$ cat src/rtl/ifu_prefetch_pkg.sv
// Shared constants for the instruction-fetch front end.
// Also holds the small PC helper used by the prefetcher.
package ifu_prefetch_pkg;

  localparam int          IFU_DEPTH     = 4;
  localparam logic [31:0] IFU_RESET_PC  = 32'h0000_0000;
  localparam int          IFU_IM_ADDR_W = 10;
  localparam int          IFU_ENTRY_W   = 64;

  // Instruction fetches are always word aligned.
  function automatic logic [31:0] pc_align(input logic [31:0] pc);
    return pc & 32'hFFFF_FFFC;
  endfunction

endpackage

$ cat src/rtl/ifu_fifo.sv
// Synchronous FIFO holding {pc, instr} pairs between imem responses and decode.
// The head entry is read straight from storage, so the data is available in the same cycle.
module ifu_fifo #(
  parameter  int DEPTH = 4,
  parameter  int W     = 64,
  localparam int AW    = $clog2(DEPTH),
  localparam int CW    = $clog2(DEPTH + 1)
) (
  input  logic          clk,
  input  logic          rst,
  input  logic          push,
  input  logic          pop,
  input  logic          clear,
  input  logic [W-1:0]  wdata,
  output logic [W-1:0]  rdata,
  output logic [CW-1:0] count
);

  logic [W-1:0]  mem [DEPTH];
  logic [AW-1:0] wr_ptr;
  logic [AW-1:0] rd_ptr;

  always_ff @(posedge clk or negedge rst) begin
    if (!rst) begin
      wr_ptr <= '0;
      rd_ptr <= '0;
      count  <= '0;
    end else if (clear) begin
      wr_ptr <= '0;
      rd_ptr <= '0;
      count  <= '0;
    end else begin
      if (push) wr_ptr <= wr_ptr + AW'(1);
      if (pop)  rd_ptr <= rd_ptr + AW'(1);
      count <= count + CW'(push) - CW'(pop);
    end
  end

  // Storage is reset so the head outputs read as zero out of reset.
  always_ff @(posedge clk or negedge rst) begin
    if (!rst) begin
      for (int i = 0; i < DEPTH; i++) mem[i] <= '0;
    end else if (push && !clear) begin
      mem[wr_ptr] <= wdata;
    end
  end

  assign rdata = mem[rd_ptr];

endmodule

$ cat src/rtl/ifu_prefetch.sv
// Instruction prefetcher: sequential imem fetch with in-flight credit tracking,
// a {pc,instr} FIFO toward decode, and redirect flush/squash of the old stream.
module ifu_prefetch
  import ifu_prefetch_pkg::*;
#(
  parameter int          DEPTH     = IFU_DEPTH,
  parameter logic [31:0] RESET_PC  = IFU_RESET_PC,
  parameter int          IM_ADDR_W = IFU_IM_ADDR_W
) (
  input  logic                 clk,
  input  logic                 rst,
  output logic                 imem_req,
  output logic [IM_ADDR_W-1:0] imem_addr,
  input  logic                 imem_gnt,
  input  logic                 imem_rvalid,
  input  logic [31:0]          imem_rdata,
  output logic                 if_valid,
  output logic [31:0]          if_instr,
  output logic [31:0]          if_pc,
  input  logic                 id_ready,
  input  logic                 redirect_valid,
  input  logic [31:0]          redirect_pc
);

  localparam int CW = $clog2(DEPTH + 1);

  logic [31:0]          fetch_pc;
  logic [31:0]          resp_pc;
  logic [31:0]          target_pc;
  logic [CW-1:0]        inflight;
  logic [CW-1:0]        discard;
  logic [CW-1:0]        count;
  logic [CW:0]          occupancy;
  logic                 gnt_fire;
  logic                 drop;
  logic                 push;
  logic                 pop;
  logic [IFU_ENTRY_W-1:0] head;

  // Kept in-flight responses plus buffered entries may never exceed the FIFO size,
  // which is what lets a response always be accepted without back-pressure.
  assign occupancy = {1'b0, count} + {1'b0, inflight} - {1'b0, discard};
  assign imem_req  = rst && !redirect_valid && (inflight < CW'(DEPTH))
                   && (occupancy < (CW+1)'(DEPTH));
  assign imem_addr = fetch_pc[IM_ADDR_W+1:2];
  assign target_pc = pc_align(redirect_pc);

  assign gnt_fire = imem_req && imem_gnt;
  assign drop     = imem_rvalid && (discard != '0);
  assign push     = imem_rvalid && !drop && !redirect_valid;
  assign if_valid = (count != '0) && !redirect_valid;
  assign pop      = if_valid && id_ready;

  always_ff @(posedge clk or negedge rst) begin
    if (!rst) begin
      fetch_pc <= RESET_PC;
      resp_pc  <= RESET_PC;
      inflight <= '0;
      discard  <= '0;
    end else begin
      inflight <= inflight + CW'(gnt_fire) - CW'(imem_rvalid);
      if (redirect_valid) begin
        fetch_pc <= target_pc;
        resp_pc  <= target_pc;
        discard  <= inflight - CW'(imem_rvalid);
      end else begin
        if (gnt_fire) fetch_pc <= fetch_pc + 32'd4;
        if (push)     resp_pc  <= resp_pc + 32'd4;
        if (drop)     discard  <= discard - CW'(1);
      end
    end
  end

  ifu_fifo #(
    .DEPTH (DEPTH),
    .W     (IFU_ENTRY_W)
  ) u_fifo (
    .clk   (clk),
    .rst   (rst),
    .push  (push),
    .pop   (pop),
    .clear (redirect_valid),
    .wdata ({resp_pc, imem_rdata}),
    .rdata (head),
    .count (count)
  );

  assign if_pc    = head[63:32];
  assign if_instr = head[31:0];

endmodule

$ cat config.mk
export PLATFORM = sky130hd
export DESIGN_NAME = ifu_prefetch
export DESIGN_NICKNAME = d
export VERILOG_FILES = /design/src/rtl/ifu_prefetch_pkg.sv /design/src/rtl/ifu_fifo.sv /design/src/rtl/ifu_prefetch.sv
export SDC_FILE = /design/constraint.sdc
export NUM_CORES = 1
export LEC_CHECK = 0
export ABC_CLOCK_PERIOD_IN_PS = 4280
export BUFFER_PORTS_ARGS = -buffer_cell sky130_fd_sc_hd__buf_2
export CAP_MARGIN = 20
export CELL_PAD_IN_SITES_DETAIL_PLACEMENT = 1
export CELL_PAD_IN_SITES_GLOBAL_PLACEMENT = 1
export CORE_MARGIN = 2
export CORE_UTILIZATION = 35
export CTS_BUF_LIST = sky130_fd_sc_hd__clkbuf_4 sky130_fd_sc_hd__clkbuf_8
export CTS_CLUSTER_SIZE = 28
export DETAILED_ROUTE_END_ITERATION = 8
export GPL_ROUTABILITY_DRIVEN = 0
export PLACE_DENSITY_LB_ADDON = 0.1
export SYNTH_ARGS = -nofsm -noshare
export SYNTH_HDL_FRONTEND = slang
export SYNTH_SLANG_ARGS = --single-unit
$ cat constraint.sdc
create_clock -name clk -period 4.28 [get_ports clk]
set_clock_uncertainty 0.2 [all_clocks]
set_input_delay 0.214 -clock clk [delete_from_list [all_inputs] [get_ports clk]]
set_output_delay 0.214 -clock clk [all_outputs]
set_load 0.01 [all_outputs]
==> results of run 1 <==
-- cells in the final DEF, fill, tap and decap left out, drive strengths merged, types with 7 or more instances in the layout --
cell | synthesis | routed
and3 | 8 | 8
o21ai | 14 | 14
clkbuf | 34 | 95
ha | 17 | 17
buf | 42 | 161
a31oi | 10 | 10
nand3 | 17 | 17
xnor2 | 16 | 16
or4 | 9 | 9
a211oi | 7 | 7
nor2 | 33 | 33
mux2 | 250 | 250
mux4 | 62 | 62
dfrtp | 301 | 301
nand2 | 30 | 30
nor3 | 11 | 11
or3 | 8 | 8
mux2i | 7 | 7
a21oi | 8 | 8
nand4 | 14 | 14
inv | 28 | 29
dlygate4sd3 | 0 | 75
-- worst reg2reg max path, stage by stage, from the launching register on --
cell	delay (ps)
dfrtp_1	320
inv_1	110
fa_1	550
inv_1	40
ha_1	270
and3b_1	200
nor4_1	480
o21ai_0	230
inv_1	110
nand2_1	60
ha_1	270
inv_1	40
ha_1	180
fa_1	380
xnor2_1	150
xnor2_1	120
-- path summary, 6_finish.rpt --
path                                  from              end  slack [ps]  depth (start not counted)
min in group asynchronous              rst    u_fifo.mem[8]         510                          4
min reg2reg                u_fifo.mem[106]  u_fifo.mem[106]         300                          1
max                            inflight[1]      inflight[2]         440                         15
max in group asynchronous              rst  u_fifo.mem[254]        1790                          5
min                        redirect_pc[20]      resp_pc[20]         180                          4
max reg2reg                    inflight[1]      inflight[2]         440                         15
-- logic make-up after synthesis --
| family | count (synthesis) | synth area share |
|---|---|---|
| other cells | 1 | 0.0002633 |
| xor+xnor | 19 | 0.01168 |
| simple gates | 168 | 0.06474 |
| buf+inv | 105 | 0.03180 |
| flops | 301 | 0.5288 |
| compound gates | 82 | 0.04155 |
| mux | 319 | 0.3006 |
| fa+ha+maj | 21 | 0.02056 |
-- power breakdown --
part           switching [mW]  internal, mW
Sequential              0.482          3.46
Combinational            1.32          1.57
Clock                    1.20          1.66
Total                    3.01          6.69
-- cell usage after synthesis, drive strengths merged (9+ instances only) --
cell type | number | area, um^2
a31oi | 10 | 62.56
nand4 | 14 | 102.6
nor2 | 33 | 126.4
or4 | 9 | 67.56
mux2 | 250 | 2815
buf | 42 | 215.2
o21ai | 14 | 70.07
xnor2 | 16 | 140.1
mux4 | 62 | 1396
ha | 17 | 212.7
nand2 | 30 | 112.6
nand3 | 17 | 85.08
inv | 28 | 105.1
nor3 | 11 | 55.05
dfrtp | 301 | 7532
clkbuf | 34 | 128.9
-- through the flow --
step | total power [mW] | std cells | util
global route | 10.35 | 1801 | 0.4369
detailed placement | 6.895 | 1626 | 0.3885
CTS | 9.905 | 1801 | 0.4369
global placement | 6.829 | 1626 | 0.3885
floorplan | 5.801 | 1017 | -
finish | 9.700 | 1801 | 0.4369
-- routing by layer --
metal  part of all wire  global-route usage  vias up
li1                   -                   -     4216
met1               0.47              0.2457     4890
met2               0.46              0.2823      181
met3              0.047             0.04007       59
met4              0.022             0.05062        0
met5                  0                   0        -
-- sequential cells by signal (all words and copies together) (netlist names) --
| register | flops |
|---|---|
| u_fifo.rd_ptr | 2 |
| fetch_pc | 10 |
| u_fifo.wr_ptr | 2 |
| resp_pc | 30 |
| inflight | 3 |
| u_fifo.mem | 248 |
| discard | 3 |
| u_fifo.count | 3 |
-- area by class of cell --
type                    instances  area (um^2)
clock buffers                  95         1139
clock inverters                 4        23.77
fillers                      4088        22480
inverters                      29        108.9
multi-input cells             611         6292
flip-flops and latches        301         7540
well taps                     525        656.9
repair buffers                236         1679
-- repair_timing --
action                     in CTS  in global routing
setup endpoints to repair       0                  0
hold endpoints to repair      346                  0
hold buffers                   76                  0
==> summary.md, run 1 <==
| Metric | Value |
|---|---|
| Vias per inst | around 5.2 |
| Die height | approximately 210 um |
| Setup slack at placement | roughly 430 ps |
| First-pass GRT wire length | about 58 mm |
| Worst-skew pair later-pin latency | about 630 ps |
| Critical path class | reg -> reg |
| CTS tree | built |
| Post-DRT Antenna Nets | 0 |
| Seq/Total Area, Yosys | 0.5288 |
| Crit-path max cell delay | around 550 ps |
| Final Cell Area | between 15000 and 20000 um^2 |
| Die area | roughly 42000 um^2 |
| Final #Nets | 1326 |
| CTS Buf Count | between 50 and 60 |
| CP Data Arrival Time | 4140 ps |
| Unique masters post-synth | 57 |
| CTS HTree Levels | 2 |
| Synth Cell Area | 14240 um^2 |
| Cell mode on critical path | inv_1 |
| Max-slew violations | 0 |
| IO Pins | ~150 |
| N_diodes | 0 |
| Worst-path maximum fanout | 4 |
| Total of max-cap violations | 0 |
| Slew margin rel. | 0.3875 |
| Crit. End Element | register |
| Final Cycle Share | 0.8974 |
| Setup ws final | roughly 440 ps |
| Buffers on Ports | ~140 |
| Fmax | 260.4 MHz |
| Area Growth Syn to Fin | 22.43% |
| Post-Syn Area per Cell | about 14 um^2 |
| Reg clk slew, reported paths | roughly 60 ps |
| DR vias | 9346 |
| Share of cells above drive strength 1 | 0.4577 |
| Grt ovf | 0 |
| Remaining routing DRC violations | 0 |
| Fin. Hold Viols | 0 |
| Initial antenna violation count | 0 |
| Leak | 8.178 nW |
| Core footprint | about 40000 um^2 |
| Crit-path slowest cell | fa_1 |
| Setup TNS | 0 ps |
| Worst IR drop on VDD | 186.4 uV |
| Initial core utilization | 0.3569 |
| Status | finished, final reports clean |
| CP Launch Type | register |
| YS warnings | 0 |
| Cell Area, Placed | between 15000 and 20000 um^2 |
| Class of the worst hold path | in -> reg |
| Drt pass-1 iters | 4 |
| CTS Root Cell | clkbuf_8 |
| Iter 0 DRT Violations | 272 |
| Vias in the first global route | about 10000 |
| Die W | between 200 and 250 um |
| Min Hold Slack | between 150 and 200 ps |
| RSZ-0062 raised after global routing | no |
| Resized Gates After CTS | 0 |
| CTS max path bufs | 3 |
| CTS Sinks | between 300 and 400 |
| Top FF cell, synth | dfrtp_1 |
| Crit path buffers/inverters | 4 |
| Final wirelength | approximately 36 mm |
| Post-CTS Repair Setup Buffers | 0 |
| Critical path data required time | 4580 ps |
| Post-DP HPWL | between 20 and 25 mm |
| #FFs+latches synth | 301 |
| # rows | 73 |
| Min Tclk post-route | approximately 3800 ps |
| Largest net degree at the start of global routing | approximately 140 |
| Worst path cell trace | inv_1, fa_1, inv_1, ha_1, and3b_1, nor4_1, o21ai_0, inv_1, nand2_1, ha_1, inv_1, ha_1, fa_1, xnor2_1, xnor2_1 |
| Async set-or-reset flop fraction in the synthesized netlist | 1.000 |
| # setup viols final | 0 |
| Pwr dens | 556.2 nW/um^2 |
| Post-synthesis cell count | about 1000 |
| EDFF count, synth | 0 |
| Total track usage | 0.1783 |
| Worst path top cell family by delay | adder cells |
| DR WL/cell | 20.22 um |
| Worst-Margin Slew | around 900 ps |
Note: power is estimated with default switching activity, not from simulation.
==> run 2, diff against run 1 <==
--- a/config.mk
+++ b/config.mk
@@ -5,7 +5,8 @@
 export SDC_FILE = /design/constraint.sdc
 export NUM_CORES = 1
 export LEC_CHECK = 0
-export ABC_CLOCK_PERIOD_IN_PS = 4280
+export ABC_AREA = 1
+export ABC_CLOCK_PERIOD_IN_PS = 3500
 export BUFFER_PORTS_ARGS = -buffer_cell sky130_fd_sc_hd__buf_2
 export CAP_MARGIN = 20
 export CELL_PAD_IN_SITES_DETAIL_PLACEMENT = 1
==> constraint.sdc (replaced) <==
create_clock -name clk -period 3.5 [get_ports clk]
set_clock_uncertainty 0.2 [all_clocks]
set_input_delay 0.175 -clock clk [delete_from_list [all_inputs] [get_ports clk]]
set_output_delay 0.175 -clock clk [all_outputs]
set_load 0.01 [all_outputs]
==> run 2 against run 1 <==
Fmax increased by 18%. Final cell count up 41%. Die area rose by 2.1%. Register-to-register slack worse by 210 ps. Sequential power increased by 23%. Count of clock-buffer cells in the layout did not move. Critical path type unchanged.
==> summary.md, run 2 <==
| Metric | Value |
|---|---|
| Status | finished, final reports clean |
| Post-DRT Antenna Nets | 0 |
| IO Pins | ~150 |
| Class of the worst hold path | in -> async |
| Vias per inst | 4.993 |
| Grt ovf | 0 |
| Share of cells above drive strength 1 | 0.1510 |
| GR peak layer | met2 |
| Final #Nets | approximately 2100 |
| Final Cycle Share | 0.9337 |
| Remaining routing DRC violations | 0 |
| Worst IR drop on VDD | approximately 370 uV |
| Post-synthesis cell count | about 1800 |
| Pwr dens | 737.7 nW/um^2 |
| Grt met1 use | 0.2877 |
| Largest area contributor in the netlist | dfrtp_1 |
| Unique masters post-synth | 36 |
| Drt pass-1 iters | 5 |
| Final Util | 0.4288 |
| Largest net degree at the start of global routing | roughly 130 |
| # rows | 74 |
| Core footprint | 40920 um^2 |
| Number of instances in the placed design | between 2000 and 2500 |
| Cell Area, Placed | ~16000 um^2 |
| CP Launch Type | register |
| Critical path data required time | approximately 3800 ps |
| Leak | about 8.6 nW |
| Fin. Hold Viols | 0 |
| Area Growth Syn to Fin | 20.61% |
| Worst r2r src | inflight[1] |
| Worst-Margin Slew | about 950 ps |
| Worst-path maximum fanout | 3 |
| CTS tree | built |
| RSZ-0062 raised after global routing | no |
| Max reg flops | 248 |
| CTS max path bufs | 3 |
| Synth Cell Area | approximately 15000 um^2 |
| Max-slew violations | 0 |
| EDFF count, synth | 0 |
| Iter 0 DRT Violations | between 700 and 800 |
| First-pass GRT wire length | roughly 73 mm |
| Post-DP HPWL | ~27 mm |
| Total track usage | 0.2105 |
| CTS Buf Count | 56 |
| #FFs+latches synth | ~300 |
| Biggest regs | u_fifo.mem (248), resp_pc (30), fetch_pc (10) |
| Async set-or-reset flop fraction in the synthesized netlist | 1.000 |
| Die height | roughly 210 um |
| Final std cells w/o fill | 2546 |
| Die area | about 43000 um^2 |
| Top FF cell, synth | dfrtp_1 |
| CTS Sinks | roughly 300 |
| Fmax | between 300 and 400 MHz |
| CP Data Arrival Time | ~3600 ps |
| Register-to-Register Path Depth | 16 |
| DR vias | 12712 |
| Seq/Total Area, Yosys | 0.5177 |
| Total of max-cap violations | 0 |
| Final wirelength | around 45 mm |
| CTS HTree Levels | 2 |
| RR Endpoint | inflight[2] |
| Worst-skew pair later-pin latency | 620 ps |
| Min Tclk post-route | approximately 3300 ps |
| Most frequent cell after synthesis | nand2_1 |
| Commonest non-fill, non-tap cell in the layout | nand2_1 |
| # setup viols final | 0 |
| Final Cell Area | about 18000 um^2 |
| Crit. End Element | register |
| Commonest cells in the netlist | nand2_1, dfrtp_1, o21ai_0 |
| Reg-to-reg slack, setup | 230 ps |
| Critical path class | reg -> reg |
| GR Layer Usage met2 | 0.3488 |
| Yosys top cell area share | 0.5177 |
| Most frequent cells in the layout | nand2_1, dfrtp_1, o21ai_0, nor2_1, o21ai_1 |
| Largest cells by area after synthesis | dfrtp_1, nand2_1, o21ai_0, o21ai_1, nor2_1 |
| Post-Syn Area per Cell | between 8 and 9 um^2 |
| DR WL/cell | 17.50 um |
| CTS Root Cell | clkbuf_8 |
| Initial core utilization | 0.3555 |
| Slew margin rel. | 0.3654 |
| Reg clk slew, reported paths | approximately 60 ps |
| Total power | ~13 mW |
| Initial antenna violation count | 0 |
| Met3 Use GR | 0.03812 |
| YS warnings | 0 |
| Vias in the first global route | ~14000 |
| Buffers on Ports | about 140 |
| Setup TNS | 0 ps |
| Die W | roughly 210 um |
| Largest Register | u_fifo.mem |
[run 2: cell types whose count changed after synthesis, sizes merged, moves of 90 or more]
cell	change
nand2	+421
inv	+90
nor2	+174
o21ai	+388
mux2	-250
[run 2: worst max-delay path by stage]
stage                start          end  slack [ps]  cells after the start
2_1_floorplan  inflight[1]  inflight[2]         180                     17
3_3_place_gp   inflight[1]  inflight[2]         250                     16
3_5_place_dp   inflight[1]  inflight[2]          90                     16
4_1_cts        inflight[1]  inflight[2]          80                     16
5_1_grt        inflight[1]  inflight[2]          10                     17
6_report       inflight[1]  inflight[2]         230                     16
[run 2: through the flow]
stage / hold WS, ps / setup WS, ps
2_1_floorplan: -320.6 / 179.3
3_3_place_gp: 203.3 / 250.8
5_1_grt: 158.1 / 9.806
6_report: 158.1 / 232.2
4_1_cts: 132.1 / 82.48
3_5_place_dp: 200.4 / 94.77
[run 2: timing repair]
action                                  in CTS  in global routing
hold buffers                                79                  0
hold endpoints to repair                   300                  0
endpoints found under the setup margin       0                  1
setup buffers                                0                  2
resized for setup                            0                  6
[run 2: cell families (layout without fill, tap and decap cells)]
group           Yosys count  count (layout)  share of synthesized area
flops                   301             301                     0.5177
compound gates          485             485                     0.1757
simple gates            736             736                     0.2053
other cells               1               3                  0.0002578
xor+xnor                  7               7                   0.004214
buf+inv                 228             461                    0.07671
fa+ha+maj                21              21                    0.02012
[run 2: power breakdown]
group | internal [mW] | switching [mW]
clock network | 2.11 | 1.50
registers | 4.31 | 0.523
logic | 1.71 | 2.79
total | 8.13 | 4.81
[run 2: final cells by class]
class / count / area [um^2]
timing repair buffer: 243 / 1767
tap: 532 / 665.6
multi-input combinational: 1251 / 5931
antenna: 1 / 2.502
inverter: 118 / 445.4
clock buffer: 95 / 1145
sequential: 301 / 7538
fill: 4945 / 23380
clock inverter: 5 / 52.55
[run 2: per-layer routing]
metal / share of wire / vias to the layer above
met5: 0 / -
met4: 0.014 / 0
met3: 0.034 / 47
met2: 0.47 / 170
met1: 0.48 / 6258
li1: - / 6237
[run 2: critical path: stages, from the launching register on]
cell and delay [ps]:
dfrtp_1 370, inv_2 80, fa_1 530, inv_1 40, ha_1 310, nand2_1 80, inv_1 40, nand2_1 70
nand3_1 70, nand2_1 80, nand3_1 120, ha_1 290, inv_1 40, ha_1 180, fa_2 350, xnor2_2 150
xor2_1 140
==> run 3, diff against run 2 <==
--- a/config.mk
+++ b/config.mk
@@ -18,6 +18,7 @@
 export DETAILED_ROUTE_END_ITERATION = 8
 export GPL_ROUTABILITY_DRIVEN = 0
 export PLACE_DENSITY_LB_ADDON = 0.1
+export REMOVE_ABC_BUFFERS = 1
 export SYNTH_ARGS = -nofsm -noshare
 export SYNTH_HDL_FRONTEND = slang
 export SYNTH_SLANG_ARGS = --single-unit
==> run 3 against run 2 <==
Register-to-register slack got worse by 70 ps. Critical path type unchanged. Flip-flop and latch count did not move. Critical endpoint unchanged. Clock power rose by 1%.
==> summary.md, run 3 (synthesis gave the netlist of run 2 again) <==
| Metric | Value |
|---|---|
| Crit-path slowest cell | fa_1 |
| Total track usage | 0.2092 |
| Area Growth Syn to Fin | 20.31% |
| Worst r2r src | inflight[1] |
| Critical path class | reg -> reg |
| Die W | 207.9 um |
| Biggest regs | u_fifo.mem (248), resp_pc (30), fetch_pc (10) |
| Reg clk slew, reported paths | approximately 60 ps |
| Worst-skew pair later-pin latency | ~650 ps |
| Initial core utilization | 0.3555 |
| Total of max-cap violations | 0 |
| Largest Register | u_fifo.mem |
| Max-slew violations | 0 |
| CTS Buf Count | 55 |
| Leak | 8.554 nW |
| DR WL/cell | 17.59 um |
| First-pass GRT wire length | about 73 mm |
| Cell mode on critical path | nand2_1 |
| Vias per inst | between 5 and 6 |
| Crit. End Element | register |
| Pwr dens | between 700 and 800 nW/um^2 |
| Critical path data required time | roughly 3800 ps |
| Vias in the first global route | between 10000 and 15000 |
| Remaining routing DRC violations | 0 |
| Buffers on Ports | around 140 |
| RR Endpoint | inflight[2] |
| CP Launch Type | register |
| Core footprint | approximately 40000 um^2 |
| Grt ovf | 0 |
| Class of the worst hold path | in -> reg |
| Min Hold Slack | 141.1 ps |
| Die height | 207.9 um |
| Setup TNS | 0 ps |
| Share of cells above drive strength 1 | 0.1502 |
| N_diodes | 0 |
| Die area | approximately 43000 um^2 |
| Worst-Margin Slew | between 900 and 1000 ps |
| Fin. Hold Viols | 0 |
| CTS Root Cell | clkbuf_8 |
| Status | finished, final reports clean |
| CTS Sinks | ~300 |
| Iter 0 DRT Violations | between 700 and 800 |
| Drt pass-1 iters | 5 |
| Register-to-Register Path Depth | 17 |
| CP Data Arrival Time | roughly 3600 ps |
| Hold Path End | resp_pc[26] |
| Min Tclk post-route | between 3000 and 4000 ps |
| Worst path cell trace | inv_2, fa_1, inv_1, ha_1, nand2_1, inv_1, nand2_1, nand2_1, nand2_1, nand2_1, nand3_2, ha_1, inv_1, ha_1, fa_2, xnor2_2, xor2_1 |
| Post-DP HPWL | about 27 mm |
| Worst-path maximum fanout | 3 |
| IO Pins | 146 |
| DR vias | roughly 13000 |
| Total power | 12.96 mW |
| Final Cycle Share | 0.9524 |
| Slew margin rel. | 0.3627 |
| Fmax | between 200 and 300 MHz |
| # rows | 74 |
| Reg-to-reg slack, setup | roughly 170 ps |
| Initial antenna violation count | 0 |
| Filler Cells Inserted | roughly 5000 |
| Worst IR drop on VDD | slightly below 400 uV |
| Final #Nets | 2050 |
| Most frequent cells in the layout | nand2_1, dfrtp_1, o21ai_0, nor2_1, o21ai_1 |
| Crit-path max cell delay | approximately 540 ps |
| CTS HTree Levels | 2 |
| CTS max path bufs | 3 |
| Post-DRT Antenna Nets | 0 |
| Commonest non-fill, non-tap cell in the layout | nand2_1 |
| Max reg flops | ~250 |
| # setup viols final | 0 |
| Hold Crit Start | redirect_pc[26] |
| CTS tree | built |
| Largest net degree at the start of global routing | 164 |
| Hold-critical path depth | 4 |
| Final wirelength | ~45 mm |
==> run 3: cell types whose count changed in the layout (fill, tap and decap cells not counted), moves of 2 or more <==
cell           previous run  this run
buf_12                    7        10
dlygate4sd3_1            79        73
clkinv_2                  3         1
inv_6                     0         2
clkbuf_8                 69        72
buf_4                    16         8
==> run 3: final cells by class <==
class | count | area (um^2) | share of cell area
flip-flops and latches | 301 | 7538 | 0.4307
multi-input cells | 1251 | 5932 | 0.3389
repair buffers | 232 | 1707 | 0.09750
clock buffers | 99 | 1194 | 0.06819
well taps | 532 | 665.6 | 0.03803
inverters | 118 | 445.4 | 0.02545
clock inverters | 3 | 22.52 | 0.001287
==> run 3: report_power, final <==
part	internal (mW)	total, mW	switching, mW
Sequential	4.31	4.83	0.512
Clock	2.12	3.66	1.54
Combinational	1.70	4.48	2.78
==> run 3: worst max-delay path by stage <==
| stage | start | endpoint | slack [ps] | cells after the start |
|---|---|---|---|---|
| final | inflight[1] | inflight[2] | 170 | 17 |
| after global routing | inflight[1] | inflight[2] | -30 | 17 |
| after CTS | inflight[1] | inflight[2] | 30 | 17 |
| after detailed placement | inflight[1] | inflight[2] | 50 | 17 |
| after global placement | inflight[1] | inflight[2] | 230 | 17 |
| after floorplan | u_fifo.rd_ptr[0] | if_instr[0] | -480 | 3 |
==> run 3: what timing repair did <==
item                       4_1_cts  5_1_grt
buffers inserted                 0        1
hold endpoints to repair       481        0
setup endpoints to repair        0        2
hold buffers                    74        0
gates resized for setup          0        6
==> run 3: worst max-delay path, delay by kind of cell, from the launching register on <==
kind / cells / cell delay [ps]
flops: 1 / 360
xor+xnor: 2 / 290
buf+inv: 4 / 220
fa+ha+maj: 5 / 1660
simple gates: 6 / 480
==> run 3: stage by stage <==
step	setup WS, ps	instance area [um^2]	utilization	cells
floorplan	-484.8	13880	-	1670
global placement	225.6	15500	0.3788	2359
detailed placement	47.79	15500	0.3788	2359
CTS	26.77	17470	0.4268	2535
global route	-29.60	17500	0.4277	2536
finish	166.5	17500	0.4277	2536
==> run 3: layer usage <==
metal  wire length (um)  track usage
met1              21400       0.2820
met2              20970       0.3511
met3               1301      0.02905
met4                921      0.06016
met5                  0            0
